<file path="config.mk">
export PLATFORM = sky130hd
export DESIGN_NAME = output_port_tx
export DESIGN_NICKNAME = d
export VERILOG_FILES = /design/src/rtl/output_port_tx.sv
export SDC_FILE = /design/constraint.sdc
export NUM_CORES = 1
export LEC_CHECK = 0
export ABC_AREA = 1
export CORE_MARGIN = 3
export CORE_UTILIZATION = 48
export CTS_CLUSTER_DIAMETER = 30
export DETAILED_ROUTE_END_ITERATION = 7
export PLACE_DENSITY = 0.8
export SYNTH_ARGS = -nofsm -noshare
export SYNTH_HDL_FRONTEND = slang
export SYNTH_SLANG_ARGS = --single-unit
</file>
<file path="constraint.sdc">
create_clock -name clk -period 7.6 [get_ports clk]
set_input_delay 1.14 -clock clk [delete_from_list [all_inputs] [get_ports clk]]
set_output_delay 1.14 -clock clk [all_outputs]
set_load 0.01 [all_outputs]
</file>
<file path="src/rtl/output_port_tx.sv">
// output_port_tx: transmit end of a leaf-interface link.
// Packs user words into BFT packets addressed to a remote input-port buffer of
// DEPTH = 2**NUM_ADDR_BITS slots. A credit counter tracks free remote slots; it
// is replenished by freespace-update packets that target this port.
// Ports:
//   clk, rst_n              clock, async active-low reset
//   din_user / vld_user2interface / ack_interface2user   user stream (vld & ack)
//   dst_leaf, dst_port      destination, sampled when a word is loaded
//   packet_from_output_port packet to BFT, MSB is valid
//   ack_bft2interface       BFT accepted the presented packet
//   credit_pkt              incoming freespace-update packet
//   credit_err              sticky credit overflow flag
module output_port_tx #(
  parameter int PACKET_BITS           = 97,
  parameter int NUM_LEAF_BITS         = 6,
  parameter int NUM_PORT_BITS         = 4,
  parameter int NUM_ADDR_BITS         = 7,
  parameter int PAYLOAD_BITS          = 64,
  parameter int PORT_No               = 2,
  parameter int FREESPACE_UPDATE_SIZE = 64
) (
  input  logic                     clk,
  input  logic                     rst_n,
  input  logic [PAYLOAD_BITS-1:0]  din_user,
  input  logic                     vld_user2interface,
  output logic                     ack_interface2user,
  input  logic [NUM_LEAF_BITS-1:0] dst_leaf,
  input  logic [NUM_PORT_BITS-1:0] dst_port,
  output logic [PACKET_BITS-1:0]   packet_from_output_port,
  input  logic                     ack_bft2interface,
  input  logic [PACKET_BITS-1:0]   credit_pkt,
  output logic                     credit_err
);
  localparam int DEPTH    = 1 << NUM_ADDR_BITS;
  localparam int PAD      = PACKET_BITS-1-NUM_LEAF_BITS-NUM_PORT_BITS-NUM_ADDR_BITS-PAYLOAD_BITS;
  localparam int PORT_LSB = PACKET_BITS-1-NUM_LEAF_BITS-NUM_PORT_BITS;
  localparam logic [NUM_ADDR_BITS:0] DEPTH_C = (NUM_ADDR_BITS+1)'(DEPTH);

  typedef enum logic [1:0] {IDLE, SEND, STALL} state_t;

  state_t                   state_q, state_d;
  logic [PACKET_BITS-1:0]   pkt_q, pkt_d;
  logic [NUM_ADDR_BITS:0]   credits_q, credits_d;
  logic [NUM_ADDR_BITS-1:0] wraddr_q, wraddr_d;
  logic                     err_q, err_d;

  // 2-entry skid FIFO
  logic [1:0][PAYLOAD_BITS-1:0] mem_q;
  logic                         rd_ptr_q, wr_ptr_q;
  logic [1:0]                   cnt_q;
  logic                         empty, full, push_req, have_word, pop, fifo_wr, fifo_rd;
  logic [PAYLOAD_BITS-1:0]      head;

  assign empty     = (cnt_q == 2'd0);
  assign full      = (cnt_q == 2'd2);
  assign push_req  = vld_user2interface & ~full;
  // With the FIFO empty, an arriving word bypasses storage so it can be
  // presented the very next cycle.
  assign head      = empty ? din_user : mem_q[rd_ptr_q];
  assign have_word = ~empty | push_req;
  assign fifo_wr   = push_req & ~(pop & empty);
  assign fifo_rd   = pop & ~empty;

  assign ack_interface2user      = ~full;
  assign packet_from_output_port = pkt_q;
  assign credit_err              = err_q;

  // Credits: handshake decrement and update increment resolved together
  logic        hs, credit_in, ovf, avail;
  logic [31:0] sum;

  assign hs        = pkt_q[PACKET_BITS-1] & ack_bft2interface;
  assign credit_in = credit_pkt[PACKET_BITS-1] &
                     (credit_pkt[PORT_LSB +: NUM_PORT_BITS] == NUM_PORT_BITS'(PORT_No));

  always_comb begin
    sum       = 32'(credits_q) - 32'(hs) + (credit_in ? 32'(FREESPACE_UPDATE_SIZE) : 32'd0);
    ovf       = (sum > 32'(DEPTH));
    credits_d = ovf ? DEPTH_C : (NUM_ADDR_BITS+1)'(sum);
    err_d     = err_q | ovf;
    wraddr_d  = wraddr_q + NUM_ADDR_BITS'(hs);
  end

  // Load decisions look at next-cycle credits so a same-cycle update can
  // keep the stream going when the counter would otherwise hit zero.
  assign avail = (credits_d != '0);

  always_comb begin
    state_d = state_q;
    pkt_d   = pkt_q;
    pop     = 1'b0;
    case (state_q)
      IDLE, STALL: begin
        if (have_word && avail) pop = 1'b1;
        else if (have_word)     state_d = STALL;
        else                    state_d = IDLE;
      end
      SEND: begin
        if (hs) begin
          if (have_word && avail) pop = 1'b1;
          else begin
            pkt_d   = '0;
            state_d = have_word ? STALL : IDLE;
          end
        end
      end
      default: begin
        pkt_d   = '0;
        state_d = IDLE;
      end
    endcase
    if (pop) begin
      pkt_d   = {1'b1, dst_leaf, dst_port, {PAD{1'b0}}, wraddr_d, head};
      state_d = SEND;
    end
  end

  always_ff @(posedge clk or negedge rst_n) begin
    if (!rst_n) begin
      state_q   <= IDLE;
      pkt_q     <= '0;
      credits_q <= DEPTH_C;
      wraddr_q  <= '0;
      err_q     <= 1'b0;
      rd_ptr_q  <= 1'b0;
      wr_ptr_q  <= 1'b0;
      cnt_q     <= 2'd0;
    end else begin
      state_q   <= state_d;
      pkt_q     <= pkt_d;
      credits_q <= credits_d;
      wraddr_q  <= wraddr_d;
      err_q     <= err_d;
      if (fifo_wr) wr_ptr_q <= ~wr_ptr_q;
      if (fifo_rd) rd_ptr_q <= ~rd_ptr_q;
      cnt_q     <= cnt_q + 2'(fifo_wr) - 2'(fifo_rd);
    end
  end

  // Payload storage needs no reset; occupancy is tracked by cnt_q.
  always_ff @(posedge clk) begin
    if (fifo_wr) mem_q[wr_ptr_q] <= din_user;
  end

  logic unused_credit_bits;
  assign unused_credit_bits = ^{credit_pkt[PACKET_BITS-2:PORT_LSB+NUM_PORT_BITS],
                                credit_pkt[PORT_LSB-1:0]};
endmodule
</file>
Word level (Yosys, flattened, before mapping)
Index checks and enable logic that the tools add are counted.
- register bits: 247
- input port bits: 175
- logic and storage cells: 66
- add/sub/neg operators: 5
- $lt $le $gt $ge: 4
- equality and inequality tests: 7
- multiplexer cells: 20
- bitwise logic cells: 13
- reductions and logical operators: 7
- operators with widths (kind ; count):
    97-bit two-way mux ; 3
    64-bit two-way mux ; 4
    97-bit one-hot mux with 2 select lines ; 1
    128-bit bitwise mux ; 1
    64-bit demux with 1-bit select ; 1
    32-bit by 8-bit > comparator with 1-bit output (second input constant) ; 1
    9-bit by 8-bit adder with 10-bit output ; 1
    8-bit by 1-bit subtractor with 9-bit output ; 1
    2-bit two-way mux ; 4
    8-bit two-way mux ; 1
    8-bit nonzero test ; 1
    7-bit by 1-bit adder with 7-bit output ; 1
    7-bit two-way mux ; 1
    1-bit bitwise AND ; 6
    3-bit inequality test (second input constant) ; 2
    1-bit inverter ; 5
    2-bit == test (second input constant) ; 2
    4-bit by 2-bit == test with 1-bit output (second input constant) ; 1
    2-bit zero test ; 2
    1-bit by 2-bit less-than comparator with 1-bit output (second input constant) ; 2
    2-bit one-hot mux with 2 select lines ; 1
    3-bit AND reduction ; 1
    2-bit by 1-bit adder with 2-bit output ; 1
    2-bit by 1-bit == test with 1-bit output (second input constant) ; 1
    8 further kinds ; 11

Longest topological paths before layout
Gate-level depths: netlist of run 1.
- depth after elaboration: 16
- depth in mapped cells: 24

Least setup slack after synthesis of run 1
No wires, ideal clock.
- kind: input to register
- start: in ack_bft2interface
- end: reg mem_q[100] (netlist name) (enable)
- library setup time: 0.486 ns
- data arrival time: 5.751 ns
- required time: 7.114 ns
- slack: 1.363 ns
- stages on the path: 18
- path buffers: 0
- cell sequence: nand2_1 inv_1 ha_1 ha_1 inv_1 nor2_1 nand2_1 o21ai_0 nand2_1 ha_1 ha_1 inv_1 nand3_2 inv_1 nand2_1 nand3_1 nand2_1 nor2_1
- longest elaborated chain between the ends: 13
- ends and longest elaborated chain (item ; line ; RTL):
    start, declared ; 30 ; input logic ack_bft2interface,
    1-bit bitwise AND * ; 72 ; assign hs = pkt_q[PACKET_BITS-1] & ack_bft2interface;
    8-bit by 1-bit subtractor with 9-bit output * ; 77 ; sum = 32'(credits_q) - 32'(hs) + (credit_in ? 32'(FREESPACE_UPDATE_SIZE) : 32'd0);
    9-bit by 8-bit adder with 10-bit output * ; 77 ;
    32-bit by 8-bit > comparator with 1-bit output ; 78 ; ovf = (sum > 32'(DEPTH));
    8-bit two-way mux * ; 79 ; credits_d = ovf ? DEPTH_C : (NUM_ADDR_BITS+1)'(sum);
    via credits_d[7] ; 43 ; logic [NUM_ADDR_BITS:0] credits_q, credits_d;
    8-bit nonzero test * ; 86 ; assign avail = (credits_d != '0);
    1-bit logical AND * ; 94, 100 ;
    1-bit two-way mux * ; 94, 100 ;
    1-bit two-way mux ; 99 ; if (hs) begin
    1-bit one-hot mux with 2 select lines * ; 92 ; case (state_q)
    1-bit bitwise AND * ; 61 ; assign fifo_wr = push_req & ~(pop & empty);
    1-bit inverter * ; 61 ;
    1-bit bitwise AND * ; 61 ;
    end signal, assigned by index ; 142 ; if (fifo_wr) mem_q[wr_ptr_q] <= din_user;
    end, declared ; 48 ; logic [1:0][PAYLOAD_BITS-1:0] mem_q;
The timed path passes the listed nets; every way through them passes the cells marked *.
A chain may end at the register's enable or synchronous reset.

Worst setup path after layout of run 1
- start: in ack_bft2interface
- end: reg mem_q[32] (netlist name) (enable)
Same word-level chain as after synthesis.

==> metrics.cfg, run 1 <==
[worst_setup_path]
cp.required_ns = 7.77
rr_endpoint = mem_q[32]
path_max_fanout = 42
arrival_ns = 5.19
endpoint_kind = register
r2r-start = packet_from_output_port[96]
reg2reg_depth = 19
crit_start = ack_bft2interface
endpoint = mem_q[32]
crit_type = in2reg
reg2reg_slack_ns = 3.26
critPathLaunchType = input port

[drt]
vias = 6991
post-route-drc-count = 0
routed_wl_um = 22330
drtIter0Drc = 342
first_pass_iters = 4
ant_nets = 0
wl_per_cell_um = 16.02
vias_per_cell = 5.015

[clock_network]
cts_resized = 0
cts_tree = yes
cts_sinks = 232
clk_pin_slew_ns = 0.04
numCtsBuffers = 47
cts_buffer_depth = 3
cts-root-buf = clkbuf_16
postCtsHoldBufs = 0
worstSkewPairLatency_ns = 0.52
cts_setup_buffers = 0
htree_num_levels = 2

[timing]
fin_tns_setup_ns = 0
fin_hold_ws_ns = 0.4645
worst_slack_ns = 2.580
fmax_ghz = 0.1992
hold_viol_final = 0
final_max_slew_viol_count = 0
fin_crit_ns = 5.021
rsz0062_at_grt = false
tightest_slew_ns = 1.025
relSlewSlack = 0.3154
setup_viol = 0
skew_ns = 0.01818
finalCritPeriodShare = 0.6606

[global_route]
grt_overflow = 0
grt_pass1_vias = 7179
antenna_found_initial = 0
grt.total_usage = 0.2079
grt_pass1_wl_um = 36500
grt_max_degree = 87

[synth]
synthesis.area_um2 = 9575
synth_area_per_cell_um2 = 10.46
ys_warn_count = 0
seq_area_frac_synth = 0.6733
synth_cell_type_count = 29
syn_inst = 915
synth_seq_cells = 232

[cells_and_area]
syn_to_final_growth_pct = 35.16
drive_above_1_share = 0.08857
layout_commonest_cell = nand2_1
fin_area_um2 = 12940
final_nets = 1276
fill_cells = 1473
final_cell_mix = 335 x nand2_1, 165 x clkdlybuf4s50_1, 142 x nor2_1, 128 x edfxtp_1, 102 x dfrtp_1
antenna_cells = 0

[flow_run]
maxCapViolCount = 0

[place]
pre_cts_ws_ns = 2.059
dp_hpwl_um = 12860
portBuffers = 166
dpl_cell_area_um2 = 11350
gp_congestion = 0.7934

[power]
p_leak_uw = 0.005716
p_per_area_nw_per_um2 = 324.3
irDropWorstVdd_v = 0.0001774
power_uw = 4197

[die]
die_y_um = 147.2
start_util = 0.4904
io_pins = 274
die_w_um = 147.2
rows = 51
dieArea_um2 = 21680
core-area_um2 = 19530

[worst_hold_path]
hp-class = reg2reg

[run_status]
status = completed

## sequential cells by signal, summed over array words and instances, names as in the netlist
| name | cells |
|---|---|
| mem_q | 128 |
| packet_from_output_port | 82 |
| credits_q | 8 |
| wraddr_q | 7 |
| cnt_q | 2 |
| state_q | 2 |
| credit_err | 1 |
| rd_ptr_q | 1 |
| wr_ptr_q | 1 |
## cell families after synthesis
| logic type | after synthesis | share of synthesized area |
|---|---|---|
| XOR/XNOR | 8 | 0.007318 |
| AO/OA/AOI/OAI | 74 | 0.05710 |
| AND/OR/NAND/NOR | 504 | 0.2038 |
| other | 1 | 0.0003916 |
| buffers and inverters | 87 | 0.04626 |
| adder cells (fa/ha/maj) | 9 | 0.01176 |
| flip-flops | 232 | 0.6733 |
## power by group
group / internal [µW] / switching [µW]
registers: 1540 / 51.6
logic: 198 / 390
clock network: 1380 / 640
total: 3120 / 1080
## worst max-delay path, cell delays in order
cell and delay, ns:
clkdlybuf4s50_1 0.45, nand2_1 0.07, inv_1 0.12, ha_1 0.27, ha_1 0.22, inv_1 0.05, nor2_1 0.17, nand2_1 0.13
o21ai_0 0.16, nand2_1 0.10, ha_1 0.20, ha_1 0.26, inv_1 0.07, nand3_2 0.14, inv_1 0.08, nand2_1 0.05
nand3_1 0.08, nand3_1 0.14, inv_2 0.77, buf_4 0.48
## synthesized netlist by cell type (all sizes together)
cell / n / area share
or2: 1 / 0.00065
dfstp: 1 / 0.0027
nor3b: 1 / 0.00078
nand2: 338 / 0.13
nand3b: 2 / 0.0016
xor2: 5 / 0.0046
nor2: 147 / 0.058
xnor2: 3 / 0.0027
ha: 9 / 0.012
nor3: 2 / 0.0010
dfrtp: 103 / 0.27
a21boi: 1 / 0.00078
o31ai: 65 / 0.051
inv: 28 / 0.011
clkbuf: 36 / 0.014
a21oi: 4 / 0.0021
o21ai: 4 / 0.0033
nand3: 11 / 0.0063
buf: 23 / 0.021
edfxtp: 128 / 0.40
nand4: 2 / 0.0013
conb: 1 / 0.00039
## worst min path at each step
stage,slack (ns),start,depth (start not counted),endpoint
6_report,0.46,packet_from_output_port[6],2,packet_from_output_port[6]
5_1_grt,0.49,packet_from_output_port[11],2,packet_from_output_port[11]
4_1_cts,0.47,packet_from_output_port[21],2,packet_from_output_port[21]
3_5_place_dp,0.46,packet_from_output_port[26],2,packet_from_output_port[26]
3_3_place_gp,0.45,credit_err,1,credit_err
2_1_floorplan,0.44,wr_ptr_q,2,wr_ptr_q
## final cells by class
cell class,instances,area (µm²),share of cell area
Multi-Input combinational cell,610,2753,0.2127
Inverter,28,105.1,0.008121
Clock buffer,60,1340,0.1035
Sequential cell,232,6449,0.4983
Tap cell,265,331.6,0.02562
Timing Repair Buffer,173,1712,0.1323
Clock inverter,26,252.7,0.01953
## per-stage QoR
step           instances  utilization
6_report            1394       0.6628
2_1_floorplan        929            -
3_3_place_gp        1308       0.5813
3_5_place_dp        1308       0.5813
4_1_cts             1394       0.6628
5_1_grt             1394       0.6628
## layer usage
metal,share of wire,track usage,up-vias
met5,0,0,-
met4,0.018,0.06244,0
met3,0.064,0.05089,36
met2,0.49,0.3562,219
met1,0.43,0.2639,3372
li1,-,-,3364
Note: power is estimated with default switching activity, not from simulation.
==> run 2, diff against run 1 <==
--- a/config.mk
+++ b/config.mk
@@ -7,10 +7,10 @@
 export LEC_CHECK = 0
 export ABC_AREA = 1
 export CORE_MARGIN = 3
-export CORE_UTILIZATION = 48
+export CORE_UTILIZATION = 43
 export CTS_CLUSTER_DIAMETER = 30
 export DETAILED_ROUTE_END_ITERATION = 7
-export PLACE_DENSITY = 0.8
+export PLACE_DENSITY = 0.76
 export SYNTH_ARGS = -nofsm -noshare
 export SYNTH_HDL_FRONTEND = slang
 export SYNTH_SLANG_ARGS = --single-unit
==> constraint.sdc (replaced) <==
create_clock -name clk -period 4.5 [get_ports clk]
set_input_delay 0.675 -clock clk [delete_from_list [all_inputs] [get_ports clk]]
set_output_delay 0.675 -clock clk [all_outputs]
set_load 0.01 [all_outputs]
==> run 2 against run 1 <==
Combinational power increased by 81%. Core utilization decreased by 4.7 points. Clock skew decreased by 0.0046 ns. Global-route usage decreased by 2.1 points. Setup slack got worse by 1.9 ns. Design area increased by 2.0%. Clock power increased by 77%. Non-clock buffer count increased by 13. Count of clock-buffer cells in the layout increased by 5. Die area increased by 11%. Sequential power increased by 69%. Largest cell class unchanged. Highest routed layer unchanged.
==> metrics.cfg, run 2 (synthesized netlist as in run 1, its figures left out) <==
[run_status]
status = completed

[cells_and_area]
drive_above_1_share = 0.09561  ; +0.007040
largest_reg_flops = 128  ; unchanged
regMostFlops = mem_q
final_nets = 1288  ; +0.94%
syn_to_final_growth_pct = 37.85
fill_cells = 1706  ; +16%
layout_commonest_cell = nand2_1
final_cell_mix = 335 x nand2_1, 165 x clkdlybuf4s50_1, 142 x nor2_1, 128 x edfxtp_1, 102 x dfrtp_1
final_cells = 1416  ; +1.6%
utilization = 0.6163  ; -0.04655

[clock_network]
clk_pin_slew_ns = 0.04  ; about the same
cts_resized = 0  ; unchanged
htree_num_levels = 2  ; unchanged
cts_sinks = 232  ; unchanged
postCtsHoldBufs = 0  ; unchanged
cts_buffer_depth = 3  ; unchanged
worstSkewPairLatency_ns = 0.52  ; about the same
cts-root-buf = clkbuf_16
cts_setup_buffers = 0  ; unchanged
cts_tree = yes
numCtsBuffers = 46  ; -2.1%

[worst_setup_path]
critPathLaunchType = input port
endpoint = mem_q[61]
r2r-start = packet_from_output_port[96]
crit_type = in2reg
reg2reg_depth = 19  ; unchanged
rr_endpoint = mem_q[61]
worst-path-stages = 20  ; unchanged
endpoint_kind = register
path_max_fanout = 10  ; -76%
reg2reg_slack_ns = 0.97  ; -2.29 ns
worstPathCellList = clkdlybuf4s50_1 > nand2_1 > inv_1 > ha_1 > ha_1 > inv_1 > nor2_1 > nand2_1 > o21ai_0 > nand2_1 > ha_1 > ha_1 > inv_1 > nand3_2 > inv_1 > nand2_1 > nand3_1 > nand3_1 > inv_2 > buf_4
crit_start = ack_bft2interface
slowest_delay_ns = 0.46  ; -0.31 ns
cp_num_buf_inv = 7  ; unchanged
cp.required_ns = 4.70  ; -3.07 ns
arrival_ns = 3.99  ; -1.20 ns
critPathTopFamily = buffers and inverters
crit_slowest_cell = clkdlybuf4s50_1

[die]
io_pins = 274  ; unchanged
start_util = 0.4470  ; -0.04334
rows = 53  ; +3.9%
die_w_um = 155.2  ; +5.4%
dieArea_um2 = 24090  ; +11%
core-area_um2 = 21420  ; +9.7%
die_y_um = 155.2  ; +5.4%

[place]
dp_cells = 1331  ; +1.8%
dp_hpwl_um = 13850  ; +7.7%
portBuffers = 166  ; unchanged
gp_congestion = 0.7933  ; about the same

[global_route]
grt_pass1_wl_um = 36430  ; -0.19%
grt_max_degree = 70  ; -20%
grt_overflow = 0  ; unchanged
antenna_found_initial = 1  ; +1
grt.total_usage = 0.1869  ; -0.02095
grt_pass1_vias = 7293  ; +1.6%

[timing]
fmax_ghz = 0.2638
final_max_slew_viol_count = 0  ; unchanged
setup_viol = 0  ; unchanged
rsz0062_at_grt = false
finalCritPeriodShare = 0.8423
relSlewSlack = 0.3183  ; +0.002961
tightest_slew_ns = 1.021  ; -0.004435 ns
hold_viol_final = 0  ; unchanged
fin_tns_setup_ns = 0  ; unchanged
skew_ns = 0.01362  ; -0.004558 ns
fin_hold_ws_ns = 0.1484  ; -0.3161 ns
fin_crit_ns = 3.790

[drt]
ant_nets = 0  ; unchanged
wl_per_cell_um = 15.97  ; -0.33%
first_pass_iters = 4  ; unchanged
post-route-drc-count = 0  ; unchanged
drtIter0Drc = 363  ; +6.1%
vias = 7082  ; +1.3%
routed_wl_um = 22610  ; +1.2%
vias_per_cell = 5.001  ; -0.27%

[power]
p_per_area_nw_per_um2 = 554.6  ; +71%
p_leak_uw = 0.005820  ; +1.8%
irDropWorstVdd_v = 0.0002929  ; +65%
power_uw = 7321  ; +74%

[flow_run]
maxCapViolCount = 0  ; unchanged

[worst_hold_path]
hp-class = in2async

## run 2: layer usage
metal  GRT usage  wire length [µm]
met3     0.03978              1422
met1      0.2304              9220
met4     0.07086               619
met2      0.3243             11350
met5           0                 0
## run 2: cell type report
| class | count | area (µm²) | share of cell area |
|---|---|---|---|
| sequential | 232 | 6449 | 0.4885 |
| clock buffer | 65 | 1356 | 0.1027 |
| inverter | 28 | 105.1 | 0.007962 |
| clock inverter | 19 | 306.5 | 0.02322 |
| multi-input combinational | 610 | 2753 | 0.2085 |
| tap | 275 | 344.1 | 0.02607 |
| antenna | 1 | 2.502 | 0.0001896 |
| timing repair buffer | 186 | 1884 | 0.1427 |
## run 2: how the worst min path moves through the flow
stage                                      startpoint                           to  slack, ns  cells after the start
after detailed placement  packet_from_output_port[52]  packet_from_output_port[52]       0.46                      2
after global routing                            rst_n  packet_from_output_port[96]       0.17                      1
after floorplan                                 rst_n                     cnt_q[0]       0.38                      0
final                                           rst_n  packet_from_output_port[96]       0.15                      1
after global placement                     credit_err                   credit_err       0.45                      1
after CTS                                       rst_n  packet_from_output_port[61]       0.16                      1
## run 2: worst reg2reg max path, cell delays in order, from the launching register on
cell     delay (ns)
dfrtp_1        0.35
nand2_1        0.09
inv_1          0.13
ha_1           0.27
ha_1           0.23
inv_1          0.05
nor2_1         0.17
nand2_1        0.12
o21ai_0        0.17
nand2_1        0.10
ha_1           0.20
ha_1           0.28
inv_1          0.07
nand3_2        0.12
inv_1          0.08
nand2_1        0.05
nand3_1        0.10
nand3_1        0.14
inv_2          0.25
buf_4          0.26
## run 2: report_power, final
group	switching, µW	leakage (µW)	internal (µW)
logic	668	0.00240	392
registers	84.9	0.00262	2600
clock network	1040	0.000800	2540
## run 2: metrics by stage
stage                     worst slack, ns  cell area (µm²)
after floorplan                    0.2210             9635
after global placement             0.2611            11530
after detailed placement           0.1532            11530
after CTS                          0.6758            13200
after global routing               0.3907            13200
final                              0.7099            13200
